`src/rtl/store_buffer_if.sv`:
```
// Core-side store/load-forward handshake and memory-side write port of the
// store buffer, bundled so the core and the buffer see the same widths.
interface store_buffer_if #(
   parameter int DEPTH = 4,
   parameter int AW    = 32
);
   localparam int CW = $clog2(DEPTH) + 1;

   logic          st_valid;
   logic [AW-1:0] st_addr;
   logic [AW-1:0] st_data;
   logic          st_ready;
   logic [AW-1:0] ld_addr;
   logic          ld_hit;
   logic [AW-1:0] ld_data;
   logic          mem_req;
   logic [AW-1:0] mem_addr;
   logic [AW-1:0] mem_wdata;
   logic          mem_ack;
   logic [CW-1:0] count;
   logic          empty;
   logic          full;

   modport master (
      output st_valid, st_addr, st_data, ld_addr, mem_ack,
      input  st_ready, ld_hit, ld_data, mem_req, mem_addr, mem_wdata, count, empty, full
   );

   modport slave (
      input  st_valid, st_addr, st_data, ld_addr, mem_ack,
      output st_ready, ld_hit, ld_data, mem_req, mem_addr, mem_wdata, count, empty, full
   );
endinterface

```
`src/rtl/store_buffer.sv`:
```
// Circular store buffer: queues core stores, drains them in order to data
// memory through a two-state FSM, and forwards the youngest match to loads.
module store_buffer #(
   parameter int DEPTH = 4,
   parameter int AW    = 32
) (
   input  logic          CLK,
   input  logic          reset,
   store_buffer_if.slave sb
);
   localparam int PW = $clog2(DEPTH);
   localparam int CW = PW + 1;

   typedef enum logic {IDLE, REQ} state_t;

   logic [DEPTH-1:0][AW-1:0] addr_q, data_q;
   logic [DEPTH-1:0]         valid_q;
   logic [PW-1:0]            head, tail;
   logic [CW-1:0]            count_q, count_n;
   state_t                   state;
   logic                     full, enq, pop;

   assign full    = (count_q == CW'(DEPTH));
   assign enq     = sb.st_valid && !full;
   assign pop     = (state == REQ) && sb.mem_ack;
   assign count_n = count_q + CW'(enq) - CW'(pop);

   assign sb.full     = full;
   assign sb.empty    = (count_q == '0);
   assign sb.st_ready = !full;
   assign sb.count    = count_q;
   assign sb.mem_req  = (state == REQ);
   assign sb.mem_addr  = (state == REQ) ? addr_q[head] : '0;
   assign sb.mem_wdata = (state == REQ) ? data_q[head] : '0;

   // Payload carries no reset; only valid bits decide what is live.
   always_ff @(posedge CLK) begin
      if (enq) begin
         addr_q[tail] <= sb.st_addr;
         data_q[tail] <= sb.st_data;
      end
   end

   always_ff @(posedge CLK or negedge reset) begin
      if (!reset) begin
         head    <= '0;
         tail    <= '0;
         valid_q <= '0;
         count_q <= '0;
         state   <= IDLE;
      end else begin
         if (pop) begin
            valid_q[head] <= 1'b0;
            head          <= head + PW'(1);
         end
         if (enq) begin
            valid_q[tail] <= 1'b1;
            tail          <= tail + PW'(1);
         end
         count_q <= count_n;
         case (state)
            IDLE: if (count_q != '0) state <= REQ;
            REQ:  if (pop && count_n == '0) state <= IDLE;
            default: state <= IDLE;
         endcase
      end
   end

   // Walk oldest to youngest so the last hit is the one nearest the tail.
   logic [PW-1:0] idx;
   logic          hit;
   logic [AW-1:0] fwd;

   always_comb begin
      idx = '0;
      hit = 1'b0;
      fwd = '0;
      for (int i = 0; i < DEPTH; i++) begin
         idx = head + PW'(i);
         if (valid_q[idx] && addr_q[idx] == sb.ld_addr) begin
            hit = 1'b1;
            fwd = data_q[idx];
         end
      end
   end

   assign sb.ld_hit  = hit;
   assign sb.ld_data = fwd;
endmodule

```
`src/flat_wrapper.sv`:
```
// flat-port wrapper written by rule: the top's interface ports become plain ports
module store_buffer_flat 
#(
   parameter int DEPTH = 4,
   parameter int AW    = 32
)
  (CLK, reset, sb_st_valid, sb_st_addr, sb_st_data, sb_ld_addr, sb_mem_ack, sb_st_ready, sb_ld_hit, sb_ld_data, sb_mem_req, sb_mem_addr, sb_mem_wdata, sb_count, sb_empty, sb_full);
  store_buffer_if #(.DEPTH(DEPTH), .AW(AW)) sb_i ();
  input  logic CLK;
  input  logic reset;
  input wire logic [$bits(sb_i.st_valid)-1:0] sb_st_valid;
  input wire logic [$bits(sb_i.st_addr)-1:0] sb_st_addr;
  input wire logic [$bits(sb_i.st_data)-1:0] sb_st_data;
  input wire logic [$bits(sb_i.ld_addr)-1:0] sb_ld_addr;
  input wire logic [$bits(sb_i.mem_ack)-1:0] sb_mem_ack;
  output wire logic [$bits(sb_i.st_ready)-1:0] sb_st_ready;
  output wire logic [$bits(sb_i.ld_hit)-1:0] sb_ld_hit;
  output wire logic [$bits(sb_i.ld_data)-1:0] sb_ld_data;
  output wire logic [$bits(sb_i.mem_req)-1:0] sb_mem_req;
  output wire logic [$bits(sb_i.mem_addr)-1:0] sb_mem_addr;
  output wire logic [$bits(sb_i.mem_wdata)-1:0] sb_mem_wdata;
  output wire logic [$bits(sb_i.count)-1:0] sb_count;
  output wire logic [$bits(sb_i.empty)-1:0] sb_empty;
  output wire logic [$bits(sb_i.full)-1:0] sb_full;
  assign sb_i.st_valid = sb_st_valid;
  assign sb_i.st_addr = sb_st_addr;
  assign sb_i.st_data = sb_st_data;
  assign sb_i.ld_addr = sb_ld_addr;
  assign sb_i.mem_ack = sb_mem_ack;
  assign sb_st_ready = sb_i.st_ready;
  assign sb_ld_hit = sb_i.ld_hit;
  assign sb_ld_data = sb_i.ld_data;
  assign sb_mem_req = sb_i.mem_req;
  assign sb_mem_addr = sb_i.mem_addr;
  assign sb_mem_wdata = sb_i.mem_wdata;
  assign sb_count = sb_i.count;
  assign sb_empty = sb_i.empty;
  assign sb_full = sb_i.full;
  store_buffer #(.DEPTH(DEPTH), .AW(AW)) u_core (.CLK(CLK), .reset(reset), .sb(sb_i));
endmodule
```
`config.mk`:
```
export PLATFORM = sky130hd
export DESIGN_NAME = store_buffer_flat
export DESIGN_NICKNAME = d
export VERILOG_FILES = /design/src/rtl/store_buffer_if.sv /design/src/rtl/store_buffer.sv /design/src/flat_wrapper.sv
export SDC_FILE = /design/constraint.sdc
export NUM_CORES = 1
export LEC_CHECK = 0
export ABC_AREA = 0
export BUFFER_PORTS_ARGS = -buffer_cell sky130_fd_sc_hd__buf_2
export CAP_MARGIN = 5
export CORE_MARGIN = 2
export CORE_UTILIZATION = 55
export DETAILED_ROUTE_END_ITERATION = 8
export HOLD_SLACK_MARGIN = 0.12
export PLACE_DENSITY_LB_ADDON = 0.1
export SYNTH_ARGS = -nofsm -noshare
export SYNTH_HDL_FRONTEND = slang
export SYNTH_SLANG_ARGS = --single-unit
```
`constraint.sdc`:
```
create_clock -name CLK -period 4.89 [get_ports CLK]
set_clock_uncertainty 0.05 [all_clocks]
set_input_delay 0.2445 -clock CLK [delete_from_list [all_inputs] [get_ports CLK]]
set_output_delay 0.2445 -clock CLK [all_outputs]
set_load 0.01 [all_outputs]
```
==> results of run 1 <==
-- metrics by stage --
step / TNS [ns] / worst slack [ns]
2_1_floorplan: 0 / 0.1135
3_3_place_gp: 0 / 0.4585
3_5_place_dp: 0 / 0.4602
4_1_cts: 0 / 0.009513
5_1_grt: -0.02380 / -0.01648
6_report: 0 / 0.07798
-- final cells by class --
cell class | instances | share of cell area
Timing Repair Buffer | 331 | 0.1034
Clock inverter | 21 | 0.01198
Sequential cell | 268 | 0.3560
Inverter | 22 | 0.003844
Multi-Input combinational cell | 942 | 0.4646
Timing Repair inverter | 1 | 0.0003342
Antenna cell | 1 | 0.0001114
Tap cell | 455 | 0.02535
Clock buffer | 33 | 0.03437
-- state kept, by name (all words and copies together), names as in the netlist --
register	count
u_core.head	2
u_core.addr_q	128
u_core.sb.mem_req	1
u_core.valid_q	4
u_core.data_q	128
u_core.tail	2
u_core.sb.count	3
-- cell families after synthesis --
group           count (synthesis)  share of synthesized area
mux                           315                     0.3103
simple gates                  315                    0.09803
flops                         268                     0.4164
compound gates                190                    0.07018
buf+inv                       167                    0.04689
xor+xnor                      111                    0.05068
fa+ha+maj                      11                   0.007566
-- cells in the mapped netlist (17+ instances only) --
master / n / share of area
a311oi_1: 32 / 0.015
a31oi_1: 33 / 0.011
and2_1: 63 / 0.021
and4_1: 32 / 0.015
buf_2: 39 / 0.010
clkbuf_1: 59 / 0.012
edfxtp_1: 256 / 0.40
inv_1: 22 / 0.0043
mux2i_1: 76 / 0.040
mux4_2: 222 / 0.26
nand2_1: 24 / 0.0047
nand3_1: 69 / 0.018
nor2_1: 46 / 0.0090
nor4_1: 39 / 0.013
o21ai_0: 17 / 0.0044
o21ai_1: 31 / 0.0081
xnor2_1: 81 / 0.037
xor2_1: 30 / 0.014
-- power by group through the flow --
| stage | Sequential, uW | Combinational [uW] | Clock, uW |
|---|---|---|---|
| after floorplan | 3360 | 6580 | 0 |
| after global placement | 3440 | 8450 | 0 |
| after detailed placement | 3480 | 8490 | 0 |
| after CTS | 3440 | 8590 | 2400 |
| after global routing | 3510 | 9330 | 2480 |
| final | 3460 | 8780 | 2380 |
-- placed cells by master, fill, tap and decap left out, types with 30 or more instances in the layout --
master	instances
edfxtp_1	256
o21ai_1	31
and2_1	63
nor2_1	46
buf_2	203
and4_1	32
mux2i_1	76
xor2_1	30
xnor2_1	79
dlygate4sd3_1	67
clkbuf_16	31
mux4_2	222
nor4_1	38
a31oi_1	33
nand3_1	69
buf_4	47
-- path summary, 6_finish.rpt --
path	from	to	slack (ns)	depth (start not counted)
max	u_core.head[0]	sb_ld_data[5]	0.08	14
min reg2reg	u_core.sb.count[2]	u_core.sb.count[2]	0.51	1
min	sb_mem_ack	u_core.head[0]	0.23	3
min in group asynchronous	reset	u_core.valid_q[2]	0.74	3
max reg2reg	u_core.sb.mem_req	u_core.sb.mem_req	2.36	9
max in group asynchronous	reset	u_core.head[1]	3.54	3
-- routing by layer --
metal | vias to the layer above | part of all wire
met2 | 1033 | 0.46
li1 | 6127 | -
met1 | 7471 | 0.40
met3 | 146 | 0.11
met4 | 2 | 0.037
met5 | - | 0.00022
-- critical path: cells and delay by family, from the launching register on --
kind,cells,cell delay [ns]
buffers and inverters,6,1.09
flip-flops,1,0.45
adder cells (fa/ha/maj),1,0.37
XOR/XNOR,1,0.40
AO/OA/AOI/OAI,2,0.59
multiplexers,1,0.31
AND/OR/NAND/NOR,3,0.67
-- repair_timing --
action / in CTS / in global routing
hold buffers: 67 / 0
resized for setup: 3 / 16
setup buffers: 0 / 9
pin swaps: 0 / 3
endpoints found under the hold margin: 270 / 0
gates cloned: 0 / 2
setup endpoints to repair: 22 / 32
==> results_dict.tcl, run 1 <==
set metrics [dict create \
    yosysWarnings 0 \
    ys.flop_type "edfxtp_1" \
    synth-edff-count 256 \
    p_seq_frac 0.236 \
    tightest_slew_ns 0.8801 \
    via_count 14780 \
    p_leak_uw 0.007698 \
    worstSetupPathType "reg -> out" \
    vdd_drop_max_uv 461.1 \
    grt_max_degree 65 \
    max_cap_viol_count 0 \
    design.portCount 204 \
    utilization 0.6518 \
    finalCriticalPeriod_ns 4.812 \
    synthArstFlopShare 0.04478 \
    fmax_ghz 0.2078 \
    clockBufferDepth 3 \
    fin_total_pwr_uw 14620 \
    path_clk_slew_ns 0.06 \
    grt_pass1_vias 14300 \
    wl_per_cell_um 28.11 \
    setup_violations 0 \
    worst-path-max-fanout 33 \
    grtUsageTotal 0.3200 \
    p_comb_frac 0.601 \
    finalNonFillerCells 2074 \
    via_per_inst 7.126 \
    core_um2 34460 \
    cp-end-kind "primary output" \
    drtPass1Iterations 5 \
    p_per_area_nw_per_um2 650.9 \
    p_sw_uw 5771 \
    synth_fp_nets 1488 \
    io_buffers 203 \
    placed_area_um2 20510 \
    synth_cells 1377 \
    die_area_um2 36390 \
    ys_seq_area_frac 0.4164 \
    hpwl_um 37860 \
    whs_ns 0.2328 \
    numClockSinks 268 \
    min_path_type "in -> reg" \
    gr-total-overflow 0 \
    cp_slowest_stage_delay_ns 0.46 \
    die-height_um 190.8 \
    drive_gt1_frac 0.3616 \
    cts.htree.levels 1 \
    seqCellArea_um2 7996 \
    critPathSlowestCell "a311oi_1" \
    drc 0 \
    swShare 0.3948 \
    final_nets 1707 \
    status "complete, no violations" \
    cts_root_buf "clkbuf_16" \
    place.gp.congestion 0.9648 \
    synth_seq_cells 268 \
    use_met2 0.4876 \
    drtIter0Drc 1698 \
    worstPathCellList "inv_1 -> ha_4 -> buf_12 -> buf_4 -> mux4_2 -> xnor2_1 -> nand4_1 -> nor4_4 -> buf_4 -> nand3_2 -> o31a_1 -> buf_4 -> a311oi_1 -> buf_2" \
    required_ns 4.60 \
    initial_core_util 0.5567 \
    internal-power_uw 8848 \
    startpoint_type "flop" \
    timing.final.crit_share 0.9841 \
    rows 68 \
    cp.arrival_ns 4.52 \
    tritoncts "done" \
    worst_slew_margin_rel 0.4133 \
    synth_area_um2 19180 \
    rsz0062_at_grt "yes" \
    antenna_found_initial 2 \
    synth_cell_type_count 66 \
    hold_viol_final 0 \
    clkPwrFrac 0.163 \
    top_usage_layer "met2" \
    clk_latency_ns 0.59 \
    cts_made_buffers 30 \
    met1_usage 0.4618 \
    dp_cells 1941 \
    multi_input_comb_area_um2 10440 \
    grt_use_met3 0.06699 \
    area_growth_pct 17.08 \
    final_antenna_net_count 0 \
    die_w_um 190.8 \
    grt_pass1_wl_um 87620 \
    final_area_um2 22460 \
    slew_violations 0 \
    avgSynthCellArea_um2 13.93 \
    fillCellCount 2588 \
    wl_um 58300 \
    path_common_cell "buf_4" \
]
(Power assumes the default switching activity.)
==> inputs of run 2 (changes only) <==
--- a/config.mk
+++ b/config.mk
@@ -9,7 +9,7 @@
 export BUFFER_PORTS_ARGS = -buffer_cell sky130_fd_sc_hd__buf_2
 export CAP_MARGIN = 5
 export CORE_MARGIN = 2
-export CORE_UTILIZATION = 55
+export CORE_UTILIZATION = 50
 export DETAILED_ROUTE_END_ITERATION = 8
 export HOLD_SLACK_MARGIN = 0.12
 export PLACE_DENSITY_LB_ADDON = 0.1
==> run 2 against run 1 <==
  * Clock-buffer cell count is 13 higher
  * Fmax is 1.2% higher
  * Critical path depth is 1 lower
  * Global-route usage is 2.2 points lower
  * Sequential share of layout area hardly changed
  * Clock power is 6% lower
==> results_dict.tcl, run 2 (synthesis results as in run 1) <==
set metrics [dict create \
    worstPathCellList "inv_1 -> ha_4 -> buf_12 -> buf_4 -> mux2i_2 -> o22ai_1 -> o22ai_1 -> nand4_1 -> or4_1 -> buf_4 -> o21ai_0 -> a311oi_1 -> buf_2" \
    tritoncts "done" \
    clockBufferDepth 3 \
    cts_root_buf "clkbuf_16" \
    multi_input_comb_area_um2 10450 \
    seqCellArea_um2 7996 \
    numClockSinks 268 \
    worstSetupPathType "reg -> out" \
    min_from "sb_mem_ack" \
    area_growth_pct 17.17 \
    max_cap_viol_count 0 \
    r2r_cells 9 \
    placed_area_um2 20600 \
    hold-path-cell-count 3 \
    reg2reg_slack_ns 2.39 \
    crit_family "buffers and inverters" \
    dp_cells 1992 \
    clk_latency_ns 0.59 \
    top_regs "u_core.addr_q (128), u_core.data_q (128), u_core.valid_q (4)" \
    fin_tns_setup_ns 0 \
    tightest_slew_ns 1.107 \
    worst_slew_margin_rel 0.2617 \
    vdd_drop_max_uv 889.4 \
    place_ws_ns 0.4598 \
    fmax_ghz 0.2103 \
    final_nets 1703 \
    die-height_um 199.9 \
    grt_pass1_vias 14260 \
    initial_core_util 0.5081 \
    hpwl_um 38410 \
    cts_made_buffers 31 \
    hold_viol_final 0 \
    design.portCount 204 \
    rows 71 \
    critPathSlowestCell "or4_1" \
    status "complete, no violations" \
    core_um2 37760 \
    wl_um 59630 \
    required_ns 4.60 \
    via_per_inst 6.855 \
    grt_max_degree 134 \
    worst-path-max-fanout 32 \
    drive_gt1_frac 0.3575 \
    layout_commonest_cell "edfxtp_1" \
    cp_slowest_stage_delay_ns 0.60 \
    rsz0062_at_grt "no" \
    p_leak_uw 0.007651 \
    die_area_um2 39950 \
    via_count 14600 \
    timing.rr.start "u_core.sb.count[1]" \
    place.gp.congestion 0.9413 \
    finalCriticalPeriod_ns 4.755 \
    drtPass1Iterations 5 \
    gr-total-overflow 0 \
    die_w_um 199.9 \
    startpoint_type "flop" \
    cp-end-kind "primary output" \
    path_clk_slew_ns 0.06 \
    grtUsageTotal 0.2984 \
    cp.arrival_ns 4.46 \
    final_area_um2 22480 \
    setup_violations 0 \
    drc 0 \
    worst_slack_ns 0.1346 \
    io_buffers 203 \
    drtIter0Drc 1710 \
    timing.final.crit_share 0.9725 \
    critPathBufInv 5 \
    min_path_type "in -> reg" \
    p_per_area_nw_per_um2 644.7 \
    utilization 0.5953 \
    final_cell_mix "edfxtp_1 (256), mux4_2 (222), buf_2 (203)" \
    final_antenna_net_count 0 \
    wl_per_cell_um 28.00 \
    grt_pass1_wl_um 88840 \
    r2r_end "u_core.sb.mem_req" \
    slew_violations 0 \
    min_to "u_core.head[0]" \
    antenna_found_initial 3 \
    finalNonFillerCells 2130 \
    cts.htree.levels 1 \
    fillCellCount 3073 \
]
-- run 2: changes by cell type in the layout (fill, tap and decap cells not counted), moves of 3 or more --
cell,previous run,this run
buf_12,9,14
buf_4,47,41
bufinv_16,6,1
clkbuf_1,2,10
clkbuf_8,1,5
clkinv_2,9,6
-- run 2: power breakdown --
group	internal (uW)	switching (uW)	total, uW
registers	3070	390	3460
logic	4330	4460	8790
clock network	1290	947	2240
total	8690	5800	14500
-- run 2: worst max path at each step --
stage | slack [ns] | from | end | depth (start not counted)
finish | 0.13 | u_core.head[0] | sb_ld_data[0] | 13
global route | 0.009 | u_core.head[0] | sb_ld_data[0] | 12
CTS | 0.02 | u_core.head[0] | sb_ld_data[31] | 12
detailed placement | 0.46 | u_core.head[0] | sb_ld_data[31] | 12
global placement | 0.45 | u_core.head[1] | sb_ld_data[11] | 10
floorplan | 0.11 | u_core.head[1] | sb_ld_data[11] | 20
-- run 2: routing by layer --
metal,wire [um],global-route usage
met1,24750,0.4395
met2,27240,0.4527
met3,5774,0.05242
met4,1846,0.09904
met5,21,0
-- run 2: tightest hold or removal path: stages --
cell,delay [ns]
buf_2,0.07
and2_1,0.35
xnor2_1,0.11
-- run 2: cell type report --
cell class,instances,share of cell area
antenna,2,0.0002227
inverter,22,0.003674
clock buffer,46,0.03925
timing repair buffer,327,0.1035
multi-input combinational,942,0.4650
tap,511,0.02845
clock inverter,12,0.004119
sequential,268,0.3558
-- run 2: through the flow --
| stage | power (uW) | hold slack, ns |
|---|---|---|
| CTS | 14310 | 0.1608 |
| finish | 14490 | 0.1980 |
| global placement | 11940 | 0.09512 |
| floorplan | 9939 | -0.1011 |
| detailed placement | 11990 | 0.1041 |
| global route | 15230 | 0.2198 |
-- run 2: repair_timing --
item / in CTS / in global routing
hold endpoints to repair: 270 / 0
cloned: 0 / 1
endpoints found under the setup margin: 27 / 30
pin swaps: 1 / 2
buffers inserted: 3 / 7
resized for setup: 9 / 8
hold buffers: 67 / 0
==> inputs of run 3 (changes only) <==
--- a/config.mk
+++ b/config.mk
@@ -13,6 +13,7 @@
 export DETAILED_ROUTE_END_ITERATION = 8
 export HOLD_SLACK_MARGIN = 0.12
 export PLACE_DENSITY_LB_ADDON = 0.1
+export REMOVE_ABC_BUFFERS = 1
 export SYNTH_ARGS = -nofsm -noshare
 export SYNTH_HDL_FRONTEND = slang
 export SYNTH_SLANG_ARGS = --single-unit
==> constraint.sdc (replaced) <==
create_clock -name CLK -period 5.9 [get_ports CLK]
set_clock_uncertainty 0.05 [all_clocks]
set_input_delay 0.295 -clock CLK [delete_from_list [all_inputs] [get_ports CLK]]
set_output_delay 0.295 -clock CLK [all_outputs]
set_load 0.01 [all_outputs]
==> run 3 against run 2 <==
  * Die area unchanged
  * Largest power group unchanged
  * Design area decreased by 1.4%
  * Routed wire length decreased by 0.25%
  * Final cell count decreased by 0.70%
  * Critical path type unchanged
  * Largest cell class unchanged
  * Via count decreased by 1.9%
  * Critical path depth decreased by 2
==> results_dict.tcl, run 3 (synthesis results as in run 1) <==
set metrics [dict create \
    worst_slack_ns 0.2751 \
    rsz0062_at_grt "no" \
    die_area_um2 39950 \
    wl_per_cell_um 28.12 \
    drive_gt1_frac 0.3421 \
    io_buffers 203 \
    core_um2 37760 \
    area_growth_pct 15.49 \
    tritoncts "done" \
    grt_pass1_vias 14240 \
    final_cell_mix "edfxtp_1 (256), mux4_2 (222), buf_2 (203)" \
    cts.htree.levels 1 \
    startpoint "u_core.head[1]" \
    clockBufferDepth 3 \
    p_per_area_nw_per_um2 535.3 \
    placed_area_um2 20470 \
    place.gp.congestion 0.9187 \
    worst_slew_margin_rel 0.2109 \
    max_cap_viol_count 0 \
    antenna_found_initial 4 \
    min_from "sb_st_valid" \
    final_nets 1686 \
    rows 71 \
    vdd_drop_max_uv 350.1 \
    via_count 14330 \
    die_w_um 199.9 \
    utilization 0.5868 \
    fmax_ghz 0.1778 \
    numClockSinks 268 \
    seqCellArea_um2 7996 \
    slew_violations 0 \
    top_regs "u_core.addr_q (128), u_core.data_q (128), u_core.valid_q (4)" \
    wl_um 59480 \
    grtUsageTotal 0.2982 \
    final_area_um2 22160 \
    worst-path-max-fanout 44 \
    multi_input_comb_area_um2 10360 \
    fillCellCount 3063 \
    layout_commonest_cell "edfxtp_1" \
    worstSetupPathType "reg -> out" \
    place_ws_ns 0.9942 \
    die-height_um 199.9 \
    drtIter0Drc 1439 \
    timing.rr.start "u_core.sb.count[1]" \
    final_antenna_net_count 0 \
    grt_pass1_wl_um 87980 \
    cts_made_buffers 30 \
    cp.arrival_ns 5.28 \
    setup_violations 0 \
    clk_latency_ns 0.58 \
    status "complete, no violations" \
    fin_total_pwr_uw 11860 \
    startpoint_type "flop" \
    drtPass1Iterations 5 \
    path_clk_slew_ns 0.06 \
    finalCriticalPeriod_ns 5.625 \
    hold_viol_final 0 \
    timing.final.crit_share 0.9534 \
    min_path_type "in -> reg" \
    gr-total-overflow 0 \
    via_per_inst 6.775 \
    cts_root_buf "clkbuf_16" \
    required_ns 5.56 \
    finalNonFillerCells 2115 \
    cp-end-kind "primary output" \
    p_leak_uw 0.007516 \
    hpwl_um 38090 \
    design.portCount 204 \
    dp_cells 1987 \
    grt_max_degree 65 \
    tightest_slew_ns 1.184 \
    initial_core_util 0.5081 \
    drc 0 \
    cts_resized 0 \
]
-- run 3: changes by cell type in the layout (fill, tap and decap cells not counted), sizes merged --
cell         before  now
clkinv            9   17
diode             2    5
dlygate4sd3      67   66
clkbuf           47   34
buf             259  245
inv              23   22
bufinv            1    4
-- run 3: layout make-up --
type | instances | area share
antenna | 5 | 0.0005647
tap | 511 | 0.02886
multi-input combinational | 942 | 0.4677
clock buffer | 34 | 0.03456
timing repair buffer | 311 | 0.09364
inverter | 22 | 0.003727
sequential | 268 | 0.3609
clock inverter | 22 | 0.009996
-- run 3: worst paths after layout --
path	end	slack, ns	cells past startpoint
min in group asynchronous	u_core.sb.count[2]	0.73	3
min reg2reg	u_core.sb.count[2]	0.50	1
max	sb_ld_data[24]	0.28	11
max in group asynchronous	u_core.head[1]	4.64	3
min	u_core.tail[0]	0.18	3
max reg2reg	u_core.sb.mem_req	3.42	9
-- run 3: what timing repair did --
item	in CTS	in global routing
setup endpoints to repair	0	1
hold endpoints to repair	268	0
hold buffers	66	0
buffers inserted	0	1
-- run 3: through the flow --
step,TNS [ns],hold WS (ns)
2_1_floorplan,-773.79,-0.05059
3_3_place_gp,0,0.1447
3_5_place_dp,0,0.1449
4_1_cts,0,0.1541
5_1_grt,0,0.2085
6_report,0,0.1770
-- run 3: report_power, final --
part           total (uW)  internal (uW)  switching, uW
clock network        1890           1100            784
registers            2920           2540            381
logic                7050           3470           3580
-- run 3: critical path, stage by stage (launching register included) --
cell and delay [ns]:
dfrtp_4 0.76, buf_4 0.66, buf_4 0.56, mux2i_1 0.34
o22ai_1 0.16, a2111oi_0 0.40, a31oi_1 0.11, a211o_1 0.33
o31a_1 0.29, buf_4 0.31, a311oi_1 0.47, buf_2 0.22
-- run 3: per-layer routing --
layer,share of wire,track usage
met5,0,0.004938
met4,0.027,0.09904
met3,0.095,0.06216
met2,0.48,0.4874
met1,0.40,0.4007
